## config.mk

```make
export PLATFORM = sky130hd
export DESIGN_NAME = dbg_host
export DESIGN_NICKNAME = d
export VERILOG_FILES = /design/src/rtl/dbg_host.sv
export SDC_FILE = /design/constraint.sdc
export NUM_CORES = 1
export LEC_CHECK = 0
export CORE_MARGIN = 2
export CORE_UTILIZATION = 30
export DETAILED_ROUTE_END_ITERATION = 10
export PLACE_DENSITY_LB_ADDON = 0.2
export SETUP_SLACK_MARGIN = 0.15
export SLEW_MARGIN = 0
export SYNTH_ARGS = -nofsm -noshare
export SYNTH_HDL_FRONTEND = slang
export SYNTH_SLANG_ARGS = --single-unit
```

## constraint.sdc

```tcl
create_clock -name clk -period 1.7 [get_ports clk]
set_input_delay 0.34 -clock clk [delete_from_list [all_inputs] [get_ports clk]]
set_output_delay 0.34 -clock clk [all_outputs]
set_load 0.01 [all_outputs]
```

## src/rtl/dbg_host.sv

```systemverilog
// ============================================================================
// Module      : dbg_host
// Description : Host-side initiator for the single-byte UART debug protocol.
//               Serializes status/read/write requests into command bytes and
//               collects the one-byte reply. Optional feature macro:
//               DBG_HOST_ADDR_CACHE_EN (shadow-address skip of 'a' sequences).
// Revision    : 1.0 - initial release
// ============================================================================
`default_nettype none

module dbg_host #(
  parameter logic [15:0] TIMEOUT = 16'hFFFF
) (
  input  logic        clk,
  input  logic        reset,
  input  logic        req_valid,
  output logic        req_ready,
  input  logic [1:0]  req_op,
  input  logic [15:0] req_addr,
  input  logic [7:0]  req_wdata,
  output logic        tx_valid,
  output logic [7:0]  tx_data,
  input  logic        tx_ready,
  input  logic        rx_valid,
  input  logic [7:0]  rx_data,
  output logic        rsp_valid,
  output logic [7:0]  rsp_data,
  output logic        rsp_err,
  output logic        busy
);

  localparam logic [1:0] c_OP_STATUS = 2'b00;
  localparam logic [1:0] c_OP_READ   = 2'b01;
  localparam logic [1:0] c_OP_WRITE  = 2'b10;
  localparam logic [1:0] c_OP_RSVD   = 2'b11;

  localparam logic [7:0] c_CMD_ADDR   = 8'h61;
  localparam logic [7:0] c_CMD_STATUS = 8'h69;
  localparam logic [7:0] c_CMD_READ   = 8'h72;
  localparam logic [7:0] c_CMD_WRITE  = 8'h77;

  typedef enum logic [2:0] {
    S_IDLE     = 3'd0,
    S_CMD_A    = 3'd1,
    S_ADDR_H   = 3'd2,
    S_ADDR_L   = 3'd3,
    S_OP       = 3'd4,
    S_WDATA    = 3'd5,
    S_WAIT_RSP = 3'd6
  } state_t;

  state_t      r_state;
  state_t      w_next;
  logic        r_started;
  logic [1:0]  r_op;
  logic [15:0] r_addr;
  logic [7:0]  r_wdata;
  logic [15:0] r_cnt;
  logic        r_rsp_valid;
  logic [7:0]  r_rsp_data;
  logic        r_rsp_err;

  logic        w_accept;
  logic        w_need_addr;
  logic        w_done;
  logic        w_done_err;
  logic [7:0]  w_done_data;

  assign req_ready = r_started && (r_state == S_IDLE);
  assign busy      = (r_state != S_IDLE);
  assign w_accept  = req_valid && req_ready;
  assign rsp_valid = r_rsp_valid;
  assign rsp_data  = r_rsp_data;
  assign rsp_err   = r_rsp_err;

  always_ff @(posedge clk or posedge reset) begin
    if (reset) begin
      r_state <= S_IDLE;
    end else begin
      r_state <= w_next;
    end
  end

  // tx_data is decoded from state and latched request fields only, so it
  // cannot move while a byte is stalled on tx_ready.
  always_comb begin
    w_next      = r_state;
    tx_valid    = 1'b0;
    tx_data     = 8'h00;
    w_done      = 1'b0;
    w_done_err  = 1'b0;
    w_done_data = 8'h00;
    case (r_state)
      S_IDLE: begin
        if (w_accept) begin
          case (req_op)
            c_OP_STATUS: w_next = S_OP;
            c_OP_READ,
            c_OP_WRITE:  w_next = w_need_addr ? S_CMD_A : S_OP;
            default: begin
              w_done     = 1'b1;
              w_done_err = 1'b1;
            end
          endcase
        end
      end
      S_CMD_A: begin
        tx_valid = 1'b1;
        tx_data  = c_CMD_ADDR;
        if (tx_ready) w_next = S_ADDR_H;
      end
      S_ADDR_H: begin
        tx_valid = 1'b1;
        tx_data  = r_addr[15:8];
        if (tx_ready) w_next = S_ADDR_L;
      end
      S_ADDR_L: begin
        tx_valid = 1'b1;
        tx_data  = r_addr[7:0];
        if (tx_ready) w_next = S_OP;
      end
      S_OP: begin
        tx_valid = 1'b1;
        case (r_op)
          c_OP_STATUS: tx_data = c_CMD_STATUS;
          c_OP_READ:   tx_data = c_CMD_READ;
          default:     tx_data = c_CMD_WRITE;
        endcase
        if (tx_ready) w_next = (r_op == c_OP_WRITE) ? S_WDATA : S_WAIT_RSP;
      end
      S_WDATA: begin
        tx_valid = 1'b1;
        tx_data  = r_wdata;
        if (tx_ready) begin
          w_done = 1'b1;
          w_next = S_IDLE;
        end
      end
      S_WAIT_RSP: begin
        // A reply arriving on the expiry cycle takes priority over the timeout.
        if (rx_valid) begin
          w_done      = 1'b1;
          w_done_data = rx_data;
          w_next      = S_IDLE;
        end else if (r_cnt == TIMEOUT - 16'd1) begin
          w_done     = 1'b1;
          w_done_err = 1'b1;
          w_next     = S_IDLE;
        end
      end
      default: w_next = S_IDLE;
    endcase
  end

  always_ff @(posedge clk or posedge reset) begin
    if (reset) begin
      r_started   <= 1'b0;
      r_op        <= c_OP_STATUS;
      r_addr      <= 16'h0000;
      r_wdata     <= 8'h00;
      r_cnt       <= 16'h0000;
      r_rsp_valid <= 1'b0;
      r_rsp_data  <= 8'h00;
      r_rsp_err   <= 1'b0;
    end else begin
      r_started   <= 1'b1;
      r_rsp_valid <= w_done;
      if (w_done) begin
        r_rsp_data <= w_done_data;
        r_rsp_err  <= w_done_err;
      end
      if (w_accept) begin
        r_op    <= req_op;
        r_addr  <= req_addr;
        r_wdata <= req_wdata;
      end
      r_cnt <= (r_state == S_WAIT_RSP) ? r_cnt + 16'd1 : 16'h0000;
    end
  end

`ifdef DBG_HOST_ADDR_CACHE_EN
  logic [15:0] r_shadow;
  logic        r_shadow_vld;

  assign w_need_addr = !r_shadow_vld || (req_addr != r_shadow);

  // Error completions carry no reply, so only read/write successes update.
  always_ff @(posedge clk or posedge reset) begin
    if (reset) begin
      r_shadow     <= 16'h0000;
      r_shadow_vld <= 1'b0;
    end else if (w_done && !w_done_err &&
                 ((r_op == c_OP_READ) || (r_op == c_OP_WRITE))) begin
      r_shadow     <= r_addr + 16'd1;
      r_shadow_vld <= 1'b1;
    end else if (w_done && w_done_err && (r_state == S_WAIT_RSP)) begin
      r_shadow_vld <= 1'b0;
    end
  end
`else
  assign w_need_addr = 1'b1;
`endif

endmodule

`default_nettype wire

```

## Word-level counts from Yosys, hierarchy flattened

Index checks and enable logic that the tools add are counted.

| operators by class | value |
|---|---|
| $add $sub $neg | 1 |
| equal/unequal tests | 19 |
| reduce and logical (&&, ||, !) cells | 10 |
| muxes and demuxes | 25 |

Operators with widths:

| kind | number |
|---|---|
| $pmux W8 S5 | 1 |
| $mux W3 | 8 |
| $pmux W3 S7 | 1 |
| $add A16 B1 Y16 const B | 1 |
| $eq A16 B16 Y1 const B | 1 |
| $mux W16 | 1 |
| $mux W8 | 2 |
| $ne A2 B2 Y1 const B | 6 |
| $pmux W5 S2 | 1 |
| $eq A3 B3 Y1 const B | 3 |
| $reduce_and A8 Y1 | 1 |
| $mux W1 | 7 |
| $eq A3 B2 Y1 const B | 2 |
| $pmux W3 S2 | 1 |
| $reduce_or A5 Y1 | 1 |
| $eq A2 B1 Y1 const B | 2 |
| $eq A2 B2 Y1 const B | 2 |
| $logic_not A2 Y1 | 2 |
| $eq A3 B1 Y1 const B | 1 |
| $logic_not A3 Y1 | 1 |
| $ne A3 B1 Y1 const B | 1 |
| $ne A3 B3 Y1 const B | 1 |
| $pmux W1 S3 | 1 |
| $reduce_bool A3 Y1 | 1 |
| 5 further kinds | 6 |

| storage, ports and cells | value |
|---|---|
| output and inout bits | 21 |
| bits of input ports | 39 |
| register bits | 56 |
| word-level logic and storage cells | 64 |

## Logic depth before layout (Yosys ltp)

Gate-level depths: netlist of the first run.

| logic depth | value |
|---|---|
| depth in word-level cells | 5 |
| depth in mapped cells | 6 |
| gate-level depth less buffers | 6 |

## Least setup slack after synthesis of the first run

OpenSTA, ideal clock, no wires.

| timing path | value |
|---|---|
| path kind | register -> output |
| from | register r_state[0] |
| to | output port tx_data[1] |
| data arrival time | 1.330 ns |
| path slack | 0.030 ns |
| required time | 1.360 ns |
| stages on the path, launching flop included | 6 |
| buffers on the path | 1 |
| cell sequence | dfrtp_1 > buf_4 > clkinv_1 > a21boi_1 > a21oi_1 > o21ai_0 |

| between the ends | value |
|---|---|
| word-level cells in the longest chain between the ends | 2 |
| elaborated cells on any way between the ends | 6 |
| classes of those cells | 5 x eq/ne; 1 x mux |

Ends and longest elaborated chain:

| item | RTL line | text |
|---|---|---|
| start: declaration | 52 | `state_t r_state;` |
| start signal: assignment | 80 | `r_state <= w_next;` |
| $eq A3 B3 Y1, or another cell as far along | 93 | `case (r_state)` |
| $pmux W8 S5 * | 93 |  |
| end: declaration | 22 | `output logic [7:0] tx_data,` |

Every way passes the cells marked *; elsewhere a longest branch is shown, timed or not.

## Final worst setup path of the first run

| timing path | value |
|---|---|
| from | register r_state[2] |
| to | output port tx_data[2] |

The elaborated chain is that of the path after synthesis.

==> results of run 1 <==
tightest hold or removal path: cells and delay by family:
| kind | cells | cell delay, ns |
|---|---|---|
| buffers and inverters | 3 | 0.80 |
layer usage:
layer	share of wire, %	up-vias	global-route usage, %
li1	-	1087	-
met1	50	1068	20.52
met2	45	44	22.35
met3	3.9	7	3.064
met4	1.2	0	4.110
met5	0	-	0
metrics by stage:
step | utilization (%) | setup TNS (ns) | std cells | total power [mW]
finish | 46.04 | -6.347 | 452 | 6.274
CTS | 44.84 | -5.832 | 449 | 6.124
global placement | 41.57 | -5.692 | 432 | 4.948
global route | 46.04 | -10.95 | 452 | 6.692
detailed placement | 41.57 | -5.934 | 432 | 4.986
floorplan | - | 0 | 246 | 3.606
power groups by stage:
| stage | sequential, mW | combinational (mW) | clock (mW) |
|---|---|---|---|
| after CTS | 2.13 | 3.20 | 0.796 |
| after global placement | 2.11 | 2.84 | 0 |
| after global routing | 2.21 | 3.64 | 0.842 |
| final | 2.15 | 3.35 | 0.772 |
| after detailed placement | 2.12 | 2.87 | 0 |
| after floorplan | 2.11 | 1.50 | 0 |
cell families after synthesis:
logic type / Yosys count / synth area share, %
compound gates: 56 / 14.76
xor+xnor: 10 / 3.179
fa+ha+maj: 4 / 1.817
buf+inv: 24 / 4.904
flops: 56 / 50.86
mux: 26 / 10.54
other cells: 1 / 0.1361
simple gates: 69 / 13.81
cells in the final DEF, fill, tap and decap left out, drive strengths merged, types with 3 or more instances in the layout:
master,count
a32o,8
dfrtp,56
clkdlybuf4s50,36
or3,4
mux2,24
and4,4
a21oi,13
and3,5
nand2,11
a221oi,5
ha,4
nor2,19
o21ai,15
dlygate4sd2,11
inv,9
xor2,9
nor2b,3
nand4,6
nand3,7
and2,4
buf,54
clkbuf,7
a21boi,3
worst max-delay path by stage:
stage / startpoint / to / slack [ns] / cells past startpoint
global route: r_state[2] / tx_data[2] / -0.29 / 5
CTS: r_state[1] / tx_data[4] / -0.19 / 6
finish: r_state[2] / tx_data[2] / -0.20 / 5
global placement: req_op[0] / r_state[1] / -0.43 / 7
floorplan: r_state[1] / r_addr[10] / 0.17 / 4
detailed placement: req_op[1] / r_state[1] / -0.46 / 7
area by class of cell:
cell class,count,area (sq um),area share (%)
timing repair buffer,103,955.9,23.58
clock buffer,6,82.58,2.037
clock inverter,1,8.758,0.2160
multi-input combinational,167,1421,35.06
inverter,11,46.29,1.142
tap,108,135.1,3.333
sequential,56,1404,34.63
repair_timing:
item | in CTS | in global routing
pin swaps | 18 | 4
cloned | 2 | 1
endpoints found under the setup margin | 57 | 67
setup buffers | 8 | 2
resized for setup | 108 | 17
flip-flops by register name, indices dropped and copies added, names as in the netlist:
name / flops
rsp_valid: 1
rsp_data: 8
r_started: 1
r_wdata: 8
r_op: 2
r_state: 3
r_cnt: 16
r_addr: 16
rsp_err: 1
==> qor.csv, run 1 <==
stage;metric;value;unit
worst_setup_path;Worst EP required;1.36;ns
synthesis;synthesized flop and latch total;56;
worst_setup_path;CP Data Arrival Time;1.56;ns
synthesis;Seq/Total Area, Yosys;50.86;%
die;die area;9966;sq um
power_and_ir_drop;clock network power share;12.3;%
finish;number of fill cells;862;
worst_setup_path;crit end category;primary output;
finish;share of post-route cells with drive strength above 1;35.47;%
sta;max-slew violations;0;
power_and_ir_drop;Max IR drop VDD;0.0006349;V
die;site row count;34;
power_and_ir_drop;pwr/cell area;1548;nW/um^2
sta;FMAX;527.2;MHz
synthesis;most frequent cell after synthesis;dfrtp_1;
worst_setup_path;WP buf/inv;2;
sta;RSZ-0062 raised after global routing;true;
placement;Port Buffers;59;
sta;crit path time final;1.897;ns
worst_setup_path;CP max stage cell;dfrtp_2;
worst_setup_path;Top delay family on crit path;flip-flops;
synthesis;number of enable flip-flop cells after synthesis;0;
detailed_routing;Routed Antenna Nets;0;
worst_setup_path;R2R depth;8;
synthesis;syn_nets;289;
finish;fin area;4054;sq um
worst_setup_path;Max stage delay on crit path;0.47;ns
detailed_routing;Post-route DRC;0;
hold_path;worst min path class;in -> async;
sta;WHS;0.4367;ns
run_status;status;finished with violations;
placement;Post-DP HPWL;4.586;mm
placement;Placed Area;3661;sq um
detailed_routing;Via density;4.881;
die;Die Span X;99.83;um
detailed_routing;Starting DRT DRC Count;71;
die;Die Y;99.83;um
worst_setup_path;crit-path max FO;4;
synthesis;synth cell count leaders;dfrtp_1, mux2_2, nor2_1, o21ai_0, a21oi_1;
sta;final worst-path cycle share;111.6;%
cts;htree depth;2;
synthesis;Async S/R FF share, synth;100.0;%
grt;initial antenna violation count;0;
synthesis;share of the synthesized area in the top cell type;50.86;%
detailed_routing;Avg WL per Cell;15.76;um
sta;clk_skew;0.01216;ns
power_and_ir_drop;sw frac;36.35;%
die;Initial Util;31.29;%
power_and_ir_drop;Sw Pwr;2.281;mW
worst_setup_path;CP cell instances;nor2b_4 > buf_4 > a221oi_4 > nor2_1 > buf_2;
cts;TritonCTS buffer count;5;
grt;All-Layer GR Usage;14.43;%
detailed_routing;WL final;7.123;mm
power_and_ir_drop;Flop pwr share;34.2;%
finish;diodes inserted;0;
cts;CTS Root Cell;clkbuf_8;
synthesis;Syn Area/Cell;11.20;sq um
synthesis;ys flop type;dfrtp_1;
sta;Final Hold Vio Count;0;
sta;count of final setup violators;48;
synthesis;Yosys Warn Count;0;
power_and_ir_drop;Gate power share;53.5;%
grt;global route overflow;0;
power_and_ir_drop;leakage;1.805;nW
worst_setup_path;CP Launch Type;flop;
grt;largest net degree at the start of global routing;57;
cts;clk slew on worst S/H paths;0.11;ns
worst_setup_path;FF-to-FF End;rsp_data[6];
cts;hold-fix buffers at CTS;0;
die;core area;8806;sq um
sta;Worst Setup Slack, final;-0.1970;ns
cts;buffer depth of the longest clock path;2;
worst_setup_path;Crit Reg-Reg Startpoint;r_state[2];
power_and_ir_drop;Internal Power;3.993;mW
worst_setup_path;Crit Path Category;reg -> out;
synthesis;area leader, netlist;dfrtp_1;
worst_setup_path;reg2reg setup slack;-0.18;ns
cts;CTS tree;yes;
run_status;failing checks;negative setup slack;
grt;first-pass GRT wire length;11.47;mm
finish;synth-to-layout area growth;47.14;%
grt;vias in the first global route;2277;
placement;worst slack, placed;-0.4593;ns
synthesis;Area contributors post-synth;dfrtp_1, mux2_2, a32o_1, xor2_1, nor2_1;
job;max cap viols;0;
detailed_routing;first drt pass iteration count;4;
cts;worst skew pair latency;0.31;ns
cts;Sink Count;56;
synthesis;Netlist cell types;49;
synthesis;Cell Area, Synth;2755;sq um
finish;nets@finish;387;
detailed_routing;total number of vias;2206;
die;io pins;60;
synthesis;Mapped Cells;246;
placement;routability cong.;0.7606;
No activity file was read; power rests on OpenSTA's default activity.
==> run 2: changes to the inputs <==
CORE_UTILIZATION = 46   (was 30)
TNS_END_PERCENT = 1   (was not set)
==> run 2 against run 1 <==
Against the previous run: critical endpoint is now tx_data[0]; non-clock buffer count fell by 6; sequential share of layout area rose by 1.1 points; clock power rose by 15%; highest routed layer unchanged; hold slack improved by 0.0027 ns; the flow still finishes with violations (negative setup slack); die area fell by 34%; fmax fell by 2.7%; clock skew fell by 0.0066 ns; design area fell by 3.2%; worst setup slack got worse by 0.053 ns; power fell by 1.7%; via count fell by 0.27%; combinational power fell by 5%.
==> qor.csv, run 2 (synthesis gave the netlist of run 1 again) <==
stage;metric;value;unit;change
detailed_routing;total number of vias;2200;;-0.27%
grt;All-Layer GR Usage;21.11;%;+6.7 points
finish;commonest non-fill, non-tap cell in the layout;dfrtp_1;;
sta;crit path time final;1.950;ns;+0.05292 ns
placement;Port Buffers;59;;unchanged
die;io pins;60;;unchanged
sta;clk_skew;0.005579;ns;-0.006583 ns
run_status;status;finished with violations;;
worst_setup_path;reg2reg setup slack;-0.15;ns;+0.03 ns
die;die area;6624;sq um;-34%
finish;synth-to-layout area growth;42.46;%;
worst_setup_path;crit-path max FO;6;;+2
worst_setup_path;Crit Reg-Reg Startpoint;r_state[1];;
worst_setup_path;CP cell instances;buf_6 > nor2_4 > buf_12 > buf_16 > a221oi_2 > a31oi_1 > buf_2;;
worst_setup_path;R2R depth;7;;-1
grt;vias in the first global route;2210;;-2.9%
detailed_routing;Post-route DRC;0;;unchanged
detailed_routing;Via density;5.327;;+9.1%
placement;routability cong.;0.7711;;+1.4%
sta;RSZ-0062 raised after global routing;true;;
detailed_routing;Starting DRT DRC Count;106;;+49%
die;Die Y;81.39;um;-18%
finish;final cell count without fillers;413;;-8.6%
worst_setup_path;crit end category;primary output;;
job;max cap viols;0;;unchanged
sta;Final Hold Vio Count;0;;unchanged
power_and_ir_drop;leakage;1.735;nW;-3.9%
worst_setup_path;CP startpoint;r_state[2];;
cts;TritonCTS buffer count;5;;unchanged
die;site row count;28;;-18%
worst_setup_path;CP Data Arrival Time;1.61;ns;+0.05 ns
hold_path;worst min path class;in -> async;;
detailed_routing;first drt pass iteration count;4;;unchanged
finish;nets@finish;380;;-1.8%
cts;CTS Root Cell;clkbuf_8;;
run_status;failing checks;negative setup slack;;
detailed_routing;WL final;6.447;mm;-9.5%
finish;commonest non-fill, non-tap cells in the layout;dfrtp_1, clkdlybuf4s50_1, buf_4;;
cts;Sink Count;56;;unchanged
finish;Largest regs;r_addr (16), r_cnt (16);;
grt;largest net degree at the start of global routing;57;;unchanged
worst_setup_path;FF-to-FF End;r_state[1];;
sta;WHS;0.4394;ns;+0.002672 ns
finish;share of post-route cells with drive strength above 1;32.25;%;-3.2 points
cts;hold-fix buffers at CTS;0;;unchanged
worst_setup_path;WP buf/inv;4;;+2
cts;htree depth;2;;unchanged
sta;FMAX;512.9;MHz;-2.7%
sta;final worst-path cycle share;114.7;%;+3.1 points
sta;max-slew violations;0;;unchanged
cts;buffer depth of the longest clock path;2;;unchanged
cts;CTS tree;yes;;
worst_setup_path;Worst EP required;1.36;ns;about the same
grt;first-pass GRT wire length;10.67;mm;-7.0%
cts;clk slew on worst S/H paths;0.10;ns;about the same
worst_setup_path;CP Launch Type;flop;;
power_and_ir_drop;pwr/cell area;1571;nW/um^2;+1.5%
detailed_routing;Routed Antenna Nets;0;;unchanged
placement;Cells after DPL;400;;-7.4%
die;Initial Util;47.09;%;+16 points
die;Die Span X;81.39;um;-18%
worst_setup_path;CP max stage cell;dfrtp_2;;
finish;diodes inserted;0;;unchanged
die;core area;5851;sq um;-34%
power_and_ir_drop;Max IR drop VDD;0.0007937;V;+25%
worst_setup_path;Max stage delay on crit path;0.46;ns;about the same
worst_setup_path;Top delay family on crit path;buffers and inverters;;
grt;global route overflow;0;;unchanged
detailed_routing;Avg WL per Cell;15.61;um;-0.94%
worst_setup_path;Crit Path Category;reg -> out;;
sta;Worst Setup Slack, final;-0.2499;ns;-0.05292 ns
cts;worst skew pair latency;0.31;ns;about the same
sta;count of final setup violators;44;;-8.3%
grt;initial antenna violation count;0;;unchanged
placement;Post-DP HPWL;4.273;mm;-6.8%
[run 2: routing by layer]
layer  vias up  track usage (%)  routed length, um
li1       1073                -                  -
met1      1050            27.83               2821
met2        66            34.34               3153
met3        11            4.667                370
met4         0            7.288                100
met5         -                0                  0
[run 2: how the worst max path moves through the flow]
stage                       to  slack (ns)  depth (start not counted)
finish              tx_data[0]       -0.25                          7
global route        tx_data[0]       -0.32                          7
CTS                 tx_data[0]       -0.28                          7
detailed placement  r_state[1]       -0.46                          7
global placement    r_state[1]       -0.40                          7
floorplan           tx_data[1]        0.03                          5
[run 2: final cells by class]
| class | instances | area, sq um |
|---|---|---|
| clock buffers | 5 | 68.82 |
| fillers | 440 | 1926 |
| clock inverters | 3 | 46.29 |
| flip-flops and latches | 56 | 1404 |
| repair buffers | 97 | 938.4 |
| multi-input cells | 166 | 1329 |
| well taps | 75 | 93.84 |
| inverters | 11 | 45.04 |
[run 2: timing repair]
action / CTS / global route
pin swaps: 18 / 5
gates resized for setup: 82 / 10
endpoints found under the setup margin: 55 / 55
buffers inserted: 4 / 0
gates cloned: 1 / 0
[run 2: per-stage QoR]
stage                     power [mW]  setup WS (ns)  instance area (sq um)  util, %  TNS, ns
final                          6.164        -0.2499                   3925    67.09   -4.890
after global placement         4.935        -0.3962                   3660    62.55   -3.260
after floorplan                3.585        0.02979                   2759        -        0
after CTS                      6.131        -0.2754                   3889    66.47   -5.418
after detailed placement       4.996        -0.4647                   3660    62.55   -3.423
after global routing           6.578        -0.3154                   3925    67.09   -8.417
[run 2: worst register-to-register path: cells and delay by family (launching register included)]
family	cells	cell delay, ns
AND/OR/NAND/NOR	2	0.28
flip-flops	1	0.46
multiplexers	1	0.29
AO/OA/AOI/OAI	1	0.31
buffers and inverters	3	0.42
[run 2: power by group]
group,internal [mW],leakage (nW),total (mW),switching [mW]
clock network,0.444,0.0548,0.887,0.443
logic,1.75,0.967,3.17,1.42
registers,1.81,0.714,2.11,0.299
total,4.00,1.73,6.16,2.16
